[src/rtl/iob_modcnt_chain.sv]
// Cascaded mixed-radix modulo counter chain: per-stage modulus, up/down count,
// synchronous parallel load and one-cycle wrap pulses per stage.
module iob_modcnt_chain #(
   parameter int unsigned DATA_W   = 8,
   parameter int unsigned N_STAGES = 3,
   parameter int unsigned RST_VAL  = 0
) (
   input  logic                         clk_i,
   input  logic                         arst_i,
   input  logic                         rst_i,
   input  logic                         en_i,
   input  logic                         dir_i,
   input  logic                         ld_i,
   input  logic [N_STAGES*DATA_W-1:0]   ld_val_i,
   input  logic [N_STAGES*DATA_W-1:0]   mod_i,
   output logic [N_STAGES*DATA_W-1:0]   data_o,
   output logic [N_STAGES-1:0]          wrap_o,
   output logic                         carry_o
);

   localparam logic [DATA_W-1:0] RST_C  = DATA_W'(RST_VAL);
   localparam logic [DATA_W-1:0] ONE_C  = DATA_W'(1);
   localparam logic [DATA_W-1:0] ZERO_C = DATA_W'(0);

   logic [N_STAGES*DATA_W-1:0] data_r;
   logic [N_STAGES*DATA_W-1:0] nxt_s;
   logic [N_STAGES-1:0]        wrap_r;
   logic [N_STAGES-1:0]        wrap_nxt_s;

   // Next value of every stage; the advance ripples through the whole chain in one cycle
   always_comb begin
      logic              run_s;
      logic              term_s;
      logic [DATA_W-1:0] val_s;
      logic [DATA_W-1:0] lim_s;
      logic [DATA_W-1:0] nv_s;
      run_s      = en_i;
      term_s     = 1'b0;
      val_s      = ZERO_C;
      lim_s      = ZERO_C;
      nv_s       = ZERO_C;
      nxt_s      = '0;
      wrap_nxt_s = '0;
      for (int k = 0; k < N_STAGES; k++) begin
         val_s = data_r[k*DATA_W +: DATA_W];
         // modulus 0 wraps to all ones, i.e. full 2^DATA_W range
         lim_s = mod_i[k*DATA_W +: DATA_W] - ONE_C;
         if (dir_i) begin
            term_s = (val_s == ZERO_C);
            if (val_s == ZERO_C) begin
               nv_s = lim_s;
            end else if (val_s > lim_s) begin
               nv_s = lim_s;
            end else begin
               nv_s = val_s - ONE_C;
            end
         end else begin
            term_s = (val_s >= lim_s);
            if (val_s >= lim_s) begin
               nv_s = ZERO_C;
            end else begin
               nv_s = val_s + ONE_C;
            end
         end
         if (run_s) begin
            nxt_s[k*DATA_W +: DATA_W] = nv_s;
         end else begin
            nxt_s[k*DATA_W +: DATA_W] = val_s;
         end
         wrap_nxt_s[k] = run_s & term_s;
         run_s         = run_s & term_s;
      end
      carry_o = run_s;
   end

   // Stage registers and wrap pulses: async reset, then sync reset, load, advance
   always_ff @(posedge clk_i or posedge arst_i) begin
      if (arst_i) begin
         data_r <= {N_STAGES{RST_C}};
         wrap_r <= '0;
      end else if (rst_i) begin
         data_r <= {N_STAGES{RST_C}};
         wrap_r <= '0;
      end else if (ld_i) begin
         data_r <= ld_val_i;
         wrap_r <= '0;
      end else begin
         data_r <= nxt_s;
         wrap_r <= wrap_nxt_s;
      end
   end

   assign data_o = data_r;
   assign wrap_o = wrap_r;

endmodule

[config.mk]
export PLATFORM = sky130hd
export DESIGN_NAME = iob_modcnt_chain
export DESIGN_NICKNAME = d
export VERILOG_FILES = /design/src/rtl/iob_modcnt_chain.sv
export SDC_FILE = /design/constraint.sdc
export NUM_CORES = 1
export LEC_CHECK = 0
export ABC_AREA = 0
export BUFFER_PORTS_ARGS = -buffer_cell sky130_fd_sc_hd__clkbuf_2
export CELL_PAD_IN_SITES_DETAIL_PLACEMENT = 1
export CELL_PAD_IN_SITES_GLOBAL_PLACEMENT = 2
export CORE_ASPECT_RATIO = 1.5
export CORE_MARGIN = 4
export CORE_UTILIZATION = 30
export DETAILED_ROUTE_END_ITERATION = 16
export GPL_TIMING_DRIVEN = 0
export PLACE_DENSITY = 0.85
export SLEW_MARGIN = 20
export SYNTH_ARGS = -nofsm -noshare
export SYNTH_HDL_FRONTEND = slang
export SYNTH_SLANG_ARGS = --single-unit
[constraint.sdc]
create_clock -name clk_i -period 2.7 [get_ports clk_i]
set_clock_uncertainty 0.05 [all_clocks]
set_input_delay 0 -clock clk_i [delete_from_list [all_inputs] [get_ports clk_i]]
set_output_delay 0 -clock clk_i [all_outputs]
set_load 0.01 [all_outputs]
==> report_table.html, run 1 <==
<table>
<tr><th>Metric</th><th>Value</th></tr>
<tr><th colspan="2">Global route</th></tr>
<tr><td>Global-route congestion overflow total</td><td>0</td></tr>
<tr><td>Antenna violations before repair</td><td>0</td></tr>
<tr><td>Largest net degree at the start of global routing</td><td>28</td></tr>
<tr><td>All-layer global routing usage</td><td>between 10% and 20%</td></tr>
<tr><td>First-pass GRT wire length</td><td>about 22 mm</td></tr>
<tr><td>Vias in the first global route</td><td>4306</td></tr>
<tr><th colspan="2">Yosys</th></tr>
<tr><td>Summed instance area of the synthesized netlist</td><td>3580 sq um</td></tr>
<tr><td>Async set-reset flop share out of synthesis</td><td>100%</td></tr>
<tr><td>Net count after synthesis</td><td>526</td></tr>
<tr><td>Portion of synthesized cell area occupied by the leading cell type</td><td>a little under a fifth</td></tr>
<tr><td>Cells taking the most area after synthesis</td><td>sky130_fd_sc_hd__dfrtp_1 19%, sky130_fd_sc_hd__ha_1 12%, sky130_fd_sc_hd__xnor2_1 7.8%</td></tr>
<tr><td>Leading cell type by number of instances after synthesis</td><td>sky130_fd_sc_hd__nand2_1</td></tr>
<tr><td>Synthesized instance count</td><td>between 400 and 500</td></tr>
<tr><td>Number of synthesized register bits</td><td>27</td></tr>
<tr><td>Post-synthesis cell type with the largest combined area</td><td>sky130_fd_sc_hd__dfrtp_1</td></tr>
<tr><td>Count of warnings emitted by yosys</td><td>0</td></tr>
<tr><td>Commonest cells post-synth</td><td>35 x sky130_fd_sc_hd__nand2_1, 34 x sky130_fd_sc_hd__ha_1, 32 x sky130_fd_sc_hd__xnor2_1</td></tr>
<tr><td>Sequential fraction of the synthesis area</td><td>18.9%</td></tr>
<tr><td>Mean instance size in the synthesized netlist</td><td>8.16 sq um</td></tr>
<tr><td>Most instantiated flip-flop cell in the synthesis netlist</td><td>sky130_fd_sc_hd__dfrtp_1</td></tr>
<tr><td>Count of distinct cell types in the synthesized netlist</td><td>approximately 70</td></tr>
<tr><td>Post-synth EDFFs</td><td>0</td></tr>
<tr><th colspan="2">Worst setup path</th></tr>
<tr><td>Worst R2R Start</td><td>data_o[15]</td></tr>
<tr><td>Endpoint kind of the worst setup timing path</td><td>output pin</td></tr>
<tr><td>Family with the most delay on the worst path</td><td>compound AO/OA/AOI/OAI gates</td></tr>
<tr><td>Buffer and inverter count on the worst path</td><td>2</td></tr>
<tr><td>Required arrival time at the worst endpoint</td><td>between 2 and 3 ns</td></tr>
<tr><td>R2r endpoint</td><td>data_o[15]</td></tr>
<tr><td>Category of the most critical setup path</td><td>reg -&gt; out</td></tr>
<tr><td>Worst Path Max Fanout</td><td>8</td></tr>
<tr><td>Highest-delay cell along the critical path</td><td>sky130_fd_sc_hd__dfrtp_1</td></tr>
<tr><td>CP startpoint kind</td><td>register</td></tr>
<tr><td>Cell depth of the worst setup path</td><td>8</td></tr>
<tr><td>Number of cells traversed by the worst register-to-register path</td><td>7</td></tr>
<tr><td>Signal arrival time at the worst endpoint</td><td>between 2 and 3 ns</td></tr>
<tr><td>Minimum setup slack among reg-to-reg paths</td><td>~0.12 ns</td></tr>
<tr><td>Critical path's largest stage delay</td><td>about 0.5 ns</td></tr>
<tr><td>Ordered list of cells on the worst path</td><td>ha_1 -&gt; nand4_1 -&gt; a31oi_4 -&gt; nor3_4 -&gt; buf_12 -&gt; a211o_4 -&gt; a211oi_2 -&gt; buf_2</td></tr>
<tr><th colspan="2">Placement</th></tr>
<tr><td>Placed wire-length estimate</td><td>around 11 mm</td></tr>
<tr><td>Instance area at placement</td><td>between 4000 and 5000 sq um</td></tr>
<tr><td>Placer's final routability congestion estimate</td><td>about 0.86</td></tr>
<tr><td>Port Buffer Count</td><td>80</td></tr>
<tr><th colspan="2">Cells and area</th></tr>
<tr><td>Fraction of layout instances using a drive strength above 1</td><td>between 20 and 30%</td></tr>
<tr><td>Layout Area Growth over Synthesis</td><td>30.2%</td></tr>
<tr><td>Fin nets</td><td>640</td></tr>
<tr><td>Final instance area</td><td>roughly 4700 sq um</td></tr>
<tr><td>Antenna Cells</td><td>0</td></tr>
<tr><th colspan="2">Detailed routing</th></tr>
<tr><td>Vias per std cell</td><td>5.68</td></tr>
<tr><td>Remaining number of nets flagged by the antenna check after routing</td><td>0</td></tr>
<tr><td>Average wire length per cell after detail routing</td><td>between 15 and 20 um</td></tr>
<tr><td>Via count</td><td>roughly 4000</td></tr>
<tr><td>First-iteration detailed-routing DRC count</td><td>between 100 and 150</td></tr>
<tr><td>DRC violations left</td><td>0</td></tr>
<tr><td>Pre-Repair DR Iteration Count</td><td>5</td></tr>
<tr><td>Final Routed Wirelength</td><td>around 14 mm</td></tr>
<tr><th colspan="2">Hold path</th></tr>
<tr><td>Worst hold endpoint</td><td>data_o[16]</td></tr>
<tr><td>Startpoint of the worst hold path</td><td>ld_val_i[16]</td></tr>
<tr><td>Hold Path Class</td><td>in -&gt; reg</td></tr>
<tr><td>Hold Path Cell Cnt</td><td>3</td></tr>
<tr><th colspan="2">Clock tree</th></tr>
<tr><td>TritonCTS Sinks</td><td>27</td></tr>
<tr><td>Clock tree root driver cell</td><td>sky130_fd_sc_hd__clkbuf_16</td></tr>
<tr><td>Number of buffers created by CTS</td><td>3</td></tr>
<tr><td>CTS tree</td><td>built</td></tr>
<tr><td>Number of H-tree levels</td><td>1</td></tr>
<tr><td>Insertion delay of the later-clocked pin in the worst-skew pair</td><td>roughly 0.27 ns</td></tr>
<tr><td>Number of buffers on the longest clock path</td><td>2</td></tr>
<tr><td>Worst-path clk slew</td><td>about 0.080 ns</td></tr>
<tr><th colspan="2">STA</th></tr>
<tr><td>Crit path time final</td><td>about 2.6 ns</td></tr>
<tr><td>Worst-case headroom to the max-slew limit</td><td>between 50% and 60%</td></tr>
<tr><td>Final Hold Fails</td><td>0</td></tr>
<tr><td>Setup-failing EPs final</td><td>0</td></tr>
<tr><td>Final max-slew violation count</td><td>0</td></tr>
<tr><td>Worst hold slack</td><td>0.0232 ns</td></tr>
<tr><td>Period Utilization, post-route</td><td>a little over nine tenths</td></tr>
<tr><td>Max frequency</td><td>between 0.3 and 0.4 GHz</td></tr>
<tr><td>Worst slew pin tran</td><td>~0.70 ns</td></tr>
<tr><th colspan="2">Run status</th></tr>
<tr><td>Outcome</td><td>complete, no violations</td></tr>
<tr><th colspan="2">Power</th></tr>
<tr><td>LEAKAGE</td><td>between 2 and 2.5 nW</td></tr>
<tr><td>Power density of the placed cells</td><td>between 400 and 500 nW/um^2</td></tr>
<tr><td>Peak supply drop</td><td>roughly 220 uV</td></tr>
<tr><th colspan="2">Run</th></tr>
<tr><td>Max-cap viol count</td><td>0</td></tr>
<tr><th colspan="2">Floorplanning</th></tr>
<tr><td>Die area</td><td>approximately 14000 sq um</td></tr>
<tr><td>CORE AREA</td><td>11600 sq um</td></tr>
<tr><td>Vert. Die Dim</td><td>about 140 um</td></tr>
<tr><td>Standard-cell row count</td><td>48</td></tr>
<tr><td>I/O pin cnt</td><td>roughly 80</td></tr>
<tr><td>Initial cell density of the core</td><td>~31%</td></tr>
<tr><td>Horizontal die dimension</td><td>around 100 um</td></tr>
</table>
==> state kept, by name, indices dropped and copies added, names as in the netlist <==
signal and cells:
wrap_o 3, data_o 24
==> placed cells by master, fill, tap and decap left out, drive strengths merged, types with 5 or more instances in the layout <==
cell type / instances
nand4: 7
a21oi: 20
nor2: 33
mux2i: 11
o21ai: 21
a211oi: 6
a221oi: 8
and3: 6
or3: 5
xor2: 15
buf: 26
o2bb2ai: 7
nor3: 22
dlygate4sd3: 14
clkbuf: 94
nor4: 10
nand3: 21
a22oi: 7
dfrtp: 27
xnor2: 32
nand2: 36
inv: 22
ha: 34
==> kinds of logic (layout without fill, tap and decap cells) <==
| logic type | after synthesis | in the layout | share of synthesized area (%) |
|---|---|---|---|
| buffers and inverters | 45 | 157 | 5.70 |
| flip-flops | 27 | 27 | 18.9 |
| multiplexers | 15 | 15 | 4.34 |
| adder cells (fa/ha/maj) | 34 | 34 | 11.9 |
| AND/OR/NAND/NOR | 155 | 155 | 23.1 |
| AO/OA/AOI/OAI | 115 | 116 | 24.6 |
| XOR/XNOR | 47 | 47 | 11.5 |
==> through the flow <==
step	total power [mW]	instances	setup WS (ns)	util, %	setup TNS, ns
6_report	2.02	701	0.0790	40.2	0
3_3_place_gp	1.48	668	-0.315	35.9	-3.24
5_1_grt	2.16	701	-0.0201	40.2	-0.0267
3_5_place_dp	1.52	668	-0.435	35.9	-5.65
2_1_floorplan	1.21	438	0.216	-	0
4_1_cts	1.96	692	0.0244	38.8	0
==> worst reg2reg max path, cell delays in order (launching register included) <==
cell and delay [ns]:
sky130_fd_sc_hd__dfrtp_1 0.50, sky130_fd_sc_hd__ha_1 0.38, sky130_fd_sc_hd__nand4_1 0.23, sky130_fd_sc_hd__buf_4 0.23, sky130_fd_sc_hd__o22a_2 0.30, sky130_fd_sc_hd__nor2_4 0.17, sky130_fd_sc_hd__mux2_2 0.36, sky130_fd_sc_hd__o41ai_2 0.27
==> what timing repair did <==
| item | in CTS | in global routing |
|---|---|---|
| hold endpoints to repair | 40 | 0 |
| setup endpoints to repair | 10 | 17 |
| pin swaps | 2 | 6 |
| hold buffers | 14 | 0 |
| cloned | 0 | 1 |
| gates resized for setup | 13 | 22 |
| setup buffers | 6 | 8 |
==> power by group <==
group / leakage (nW) / switching (mW) / total [mW] / internal, mW
Sequential: 0.347 / 0.0676 / 0.512 / 0.445
Clock: 0.0371 / 0.175 / 0.378 / 0.203
Combinational: 1.64 / 0.640 / 1.13 / 0.491
==> how the worst max path moves through the flow <==
stage,start,end,slack (ns)
after floorplan,mod_i[10],data_o[15],0.22
after global placement,mod_i[10],data_o[15],-0.31
after detailed placement,mod_i[10],data_o[15],-0.43
after CTS,mod_i[18],carry_o,0.02
after global routing,mod_i[10],carry_o,-0.02
final,data_o[15],carry_o,0.08
==> routing by layer <==
metal	vias to the layer above	share of wire [%]	GRT usage, %
li1	1872	-	-
met1	2001	39	20.5
met2	86	55	38.3
met3	25	3.2	1.92
met4	0	2.9	7.03
met5	-	0	0
==> area by class of cell <==
cell class                      instances  area (sq um)
Clock inverter                          1          7.51
Buffer                                 23           121
Tap cell                              150           188
Multi-Input combinational cell        367          2840
Fill cell                            1448          6940
Timing Repair Buffer                  108           658
Inverter                               22          82.6
Clock buffer                            3          75.1
Sequential cell                        27           683
(Power assumes the default switching activity.)
==> inputs of run 2 (changes only) <==
--- a/config.mk
+++ b/config.mk
@@ -13,6 +13,6 @@
 export CORE_MARGIN = 4
-export CORE_UTILIZATION = 30
+export CORE_UTILIZATION = 32
 export DETAILED_ROUTE_END_ITERATION = 16
 export GPL_TIMING_DRIVEN = 0
-export PLACE_DENSITY = 0.85
+export PLACE_DENSITY = 0.89
 export SLEW_MARGIN = 20
--- a/constraint.sdc
+++ b/constraint.sdc
@@ -4,2 +4,2 @@
 set_output_delay 0 -clock clk_i [all_outputs]
-set_load 0.01 [all_outputs]
+set_load 0.02 [all_outputs]
==> run 2 against run 1 <==
Effect of this change: non-clock buffer count decreased by 1; utilization increased by 1.6 points; sequential power about the same; sequential cell count unchanged; critical endpoint unchanged; largest power group unchanged.
==> report_table.html, run 2 (same netlist as run 1, synthesis figures left out) <==
<table>
<tr><th>Metric</th><th>Value</th></tr>
<tr><th colspan="2">Worst setup path</th></tr>
<tr><td>Number of cells traversed by the worst register-to-register path</td><td>8</td></tr>
<tr><td>Category of the most critical setup path</td><td>reg -&gt; out</td></tr>
<tr><td>Critical path's largest stage delay</td><td>approximately 0.46 ns</td></tr>
<tr><td>Worst Path Max Fanout</td><td>9</td></tr>
<tr><td>Signal arrival time at the worst endpoint</td><td>2.57 ns</td></tr>
<tr><td>Required arrival time at the worst endpoint</td><td>approximately 2.7 ns</td></tr>
<tr><td>Endpoint kind of the worst setup timing path</td><td>output pin</td></tr>
<tr><td>Ordered list of cells on the worst path</td><td>ha_1 -&gt; nor2b_1 -&gt; o31ai_1 -&gt; a31o_4 -&gt; a21bo_1 -&gt; buf_6 -&gt; a211o_4 -&gt; a211oi_2 -&gt; buf_4</td></tr>
<tr><td>Cell depth of the worst setup path</td><td>9</td></tr>
<tr><td>Buffer and inverter count on the worst path</td><td>2</td></tr>
<tr><td>Family with the most delay on the worst path</td><td>compound AO/OA/AOI/OAI gates</td></tr>
<tr><td>Highest-delay cell along the critical path</td><td>sky130_fd_sc_hd__dfrtp_2</td></tr>
<tr><td>CP startpoint kind</td><td>register</td></tr>
<tr><th colspan="2">STA</th></tr>
<tr><td>Crit path time final</td><td>between 2 and 3 ns</td></tr>
<tr><td>Setup TNS</td><td>0 ns</td></tr>
<tr><td>Worst-case headroom to the max-slew limit</td><td>a little over half</td></tr>
<tr><td>Final max-slew violation count</td><td>0</td></tr>
<tr><td>Worst slew pin tran</td><td>slightly below 0.7 ns</td></tr>
<tr><td>Setup-failing EPs final</td><td>0</td></tr>
<tr><td>Final Hold Fails</td><td>0</td></tr>
<tr><td>Period Utilization, post-route</td><td>between 90% and 100%</td></tr>
<tr><td>Worst hold slack</td><td>slightly above 0.02 ns</td></tr>
<tr><td>Max frequency</td><td>between 0.3 and 0.4 GHz</td></tr>
<tr><td>Setup repair after global routing missed its margin</td><td>true</td></tr>
<tr><th colspan="2">Placement</th></tr>
<tr><td>Port Buffer Count</td><td>80</td></tr>
<tr><td>Placer's final routability congestion estimate</td><td>a little under 0.9</td></tr>
<tr><td>Placed wire-length estimate</td><td>roughly 10 mm</td></tr>
<tr><th colspan="2">Run</th></tr>
<tr><td>Max-cap viol count</td><td>0</td></tr>
<tr><th colspan="2">Clock tree</th></tr>
<tr><td>Number of buffers created by CTS</td><td>3</td></tr>
<tr><td>Worst-path clk slew</td><td>about 0.080 ns</td></tr>
<tr><td>Number of H-tree levels</td><td>1</td></tr>
<tr><td>Clock tree root driver cell</td><td>sky130_fd_sc_hd__clkbuf_16</td></tr>
<tr><td>TritonCTS Sinks</td><td>27</td></tr>
<tr><td>Number of buffers on the longest clock path</td><td>2</td></tr>
<tr><td>CTS tree</td><td>built</td></tr>
<tr><td>Insertion delay of the later-clocked pin in the worst-skew pair</td><td>~0.28 ns</td></tr>
<tr><th colspan="2">Power</th></tr>
<tr><td>Power after layout</td><td>about 2.0 mW</td></tr>
<tr><td>LEAKAGE</td><td>roughly 2.0 nW</td></tr>
<tr><td>Peak supply drop</td><td>252 uV</td></tr>
<tr><td>Power density of the placed cells</td><td>~440 nW/um^2</td></tr>
<tr><th colspan="2">Detailed routing</th></tr>
<tr><td>DRC violations left</td><td>0</td></tr>
<tr><td>First-iteration detailed-routing DRC count</td><td>107</td></tr>
<tr><td>Final Routed Wirelength</td><td>about 13 mm</td></tr>
<tr><td>Remaining number of nets flagged by the antenna check after routing</td><td>0</td></tr>
<tr><td>Via count</td><td>3935</td></tr>
<tr><td>Vias per std cell</td><td>~5.7</td></tr>
<tr><td>Average wire length per cell after detail routing</td><td>19.1 um</td></tr>
<tr><td>Pre-Repair DR Iteration Count</td><td>4</td></tr>
<tr><th colspan="2">Run status</th></tr>
<tr><td>Outcome</td><td>complete, no violations</td></tr>
<tr><th colspan="2">Floorplanning</th></tr>
<tr><td>Standard-cell row count</td><td>between 40 and 50</td></tr>
<tr><td>I/O pin cnt</td><td>82</td></tr>
<tr><td>CORE AREA</td><td>around 11000 sq um</td></tr>
<tr><td>Vert. Die Dim</td><td>137 um</td></tr>
<tr><td>Die area</td><td>around 13000 sq um</td></tr>
<tr><td>Initial cell density of the core</td><td>between 30% and 40%</td></tr>
<tr><td>Horizontal die dimension</td><td>~94 um</td></tr>
<tr><th colspan="2">Global route</th></tr>
<tr><td>All-layer global routing usage</td><td>20.5%</td></tr>
<tr><td>Antenna violations before repair</td><td>0</td></tr>
<tr><td>Global-route congestion overflow total</td><td>0</td></tr>
<tr><td>Largest net degree at the start of global routing</td><td>28</td></tr>
<tr><td>Vias in the first global route</td><td>4263</td></tr>
<tr><td>First-pass GRT wire length</td><td>between 20 and 25 mm</td></tr>
<tr><th colspan="2">Cells and area</th></tr>
<tr><td>Fraction of layout instances using a drive strength above 1</td><td>approximately 28%</td></tr>
<tr><td>Most frequent standard cell in the layout excluding fill and tap cells</td><td>sky130_fd_sc_hd__clkbuf_2</td></tr>
<tr><td>Layout Area Growth over Synthesis</td><td>28.6%</td></tr>
<tr><td>Commonest cells after routing, fill and taps aside</td><td>79 x sky130_fd_sc_hd__clkbuf_2, 35 x sky130_fd_sc_hd__nand2_1, 33 x sky130_fd_sc_hd__ha_1, 32 x sky130_fd_sc_hd__xnor2_1, 27 x sky130_fd_sc_hd__nor2_1</td></tr>
<tr><td>Max reg flops</td><td>24</td></tr>
<tr><td>Fin nets</td><td>638</td></tr>
<tr><td>Antenna Cells</td><td>0</td></tr>
<tr><th colspan="2">Hold path</th></tr>
<tr><td>Hold Path Class</td><td>in -&gt; reg</td></tr>
<tr><td>Hold Path Cell Cnt</td><td>3</td></tr>
</table>
run 2: cell count changes in the layout (fill, tap and decap cells not counted), sizes merged:
cell / change
clkinv: +1
clkinvlp: -1
buf: -2
a211oi: -1
dlygate4sd3: +1
run 2: area by class of cell:
| cell class | instances | area, sq um |
|---|---|---|
| repair buffers | 107 | 656 |
| inverters | 22 | 82.6 |
| plain buffers | 23 | 121 |
| well taps | 147 | 184 |
| clock buffers | 3 | 75.1 |
| fillers | 1389 | 6400 |
| multi-input cells | 366 | 2790 |
| clock inverters | 1 | 5.00 |
| flip-flops and latches | 27 | 682 |
run 2: worst register-to-register path, delay by kind of cell (launching register included):
kind                       cells  cell delay (ns)
muxes                          1             0.37
AOI/OAI and AO/OA              4             0.91
and+or+nand+nor                2             0.36
adders and majority gates      1             0.33
DFF                            1             0.47
run 2: repair_timing:
item | in CTS | in global routing
pin swaps | 1 | 6
hold buffers | 15 | 0
hold endpoints to repair | 41 | 0
buffers inserted | 2 | 10
gates resized for setup | 16 | 13
endpoints found under the setup margin | 10 | 17
run 2: layer usage:
metal / track usage, % / share of wire [%] / vias to the layer above
met2: 40.0 / 55 / 110
met4: 8.84 / 3.1 / 0
met1: 21.8 / 38 / 1937
met5: 0 / 0 / -
li1: - / - / 1856
met3: 1.97 / 3.6 / 32
run 2: path summary, 6_finish.rpt:
path,startpoint,end,slack [ns]
worst max register to register,data_o[9],data_o[15],0.11
worst max-delay path,data_o[1],carry_o,0.08
worst min-delay path,en_i,data_o[7],0.02
min in group asynchronous,arst_i,wrap_o[1],0.30
max in group asynchronous,arst_i,data_o[0],1.80
worst min register to register,data_o[1],data_o[1],0.58
run 2: through the flow:
step,area [sq um],utilization [%],cells,worst slack (ns)
2_1_floorplan,3580,-,438,0.212
5_1_grt,4600,41.8,696,-0.0274
4_1_cts,4460,40.6,686,-0.00769
3_3_place_gp,4160,37.8,665,-0.313
3_5_place_dp,4160,37.8,665,-0.373
6_report,4600,41.8,696,0.0829
run 2: power breakdown:
part / internal (mW) / leakage, nW / total, mW / switching [mW]
clock network: 0.202 / 0.0409 / 0.377 / 0.175
logic: 0.488 / 1.63 / 1.14 / 0.652
registers: 0.445 / 0.348 / 0.513 / 0.0682
total: 1.13 / 2.02 / 2.03 / 0.896
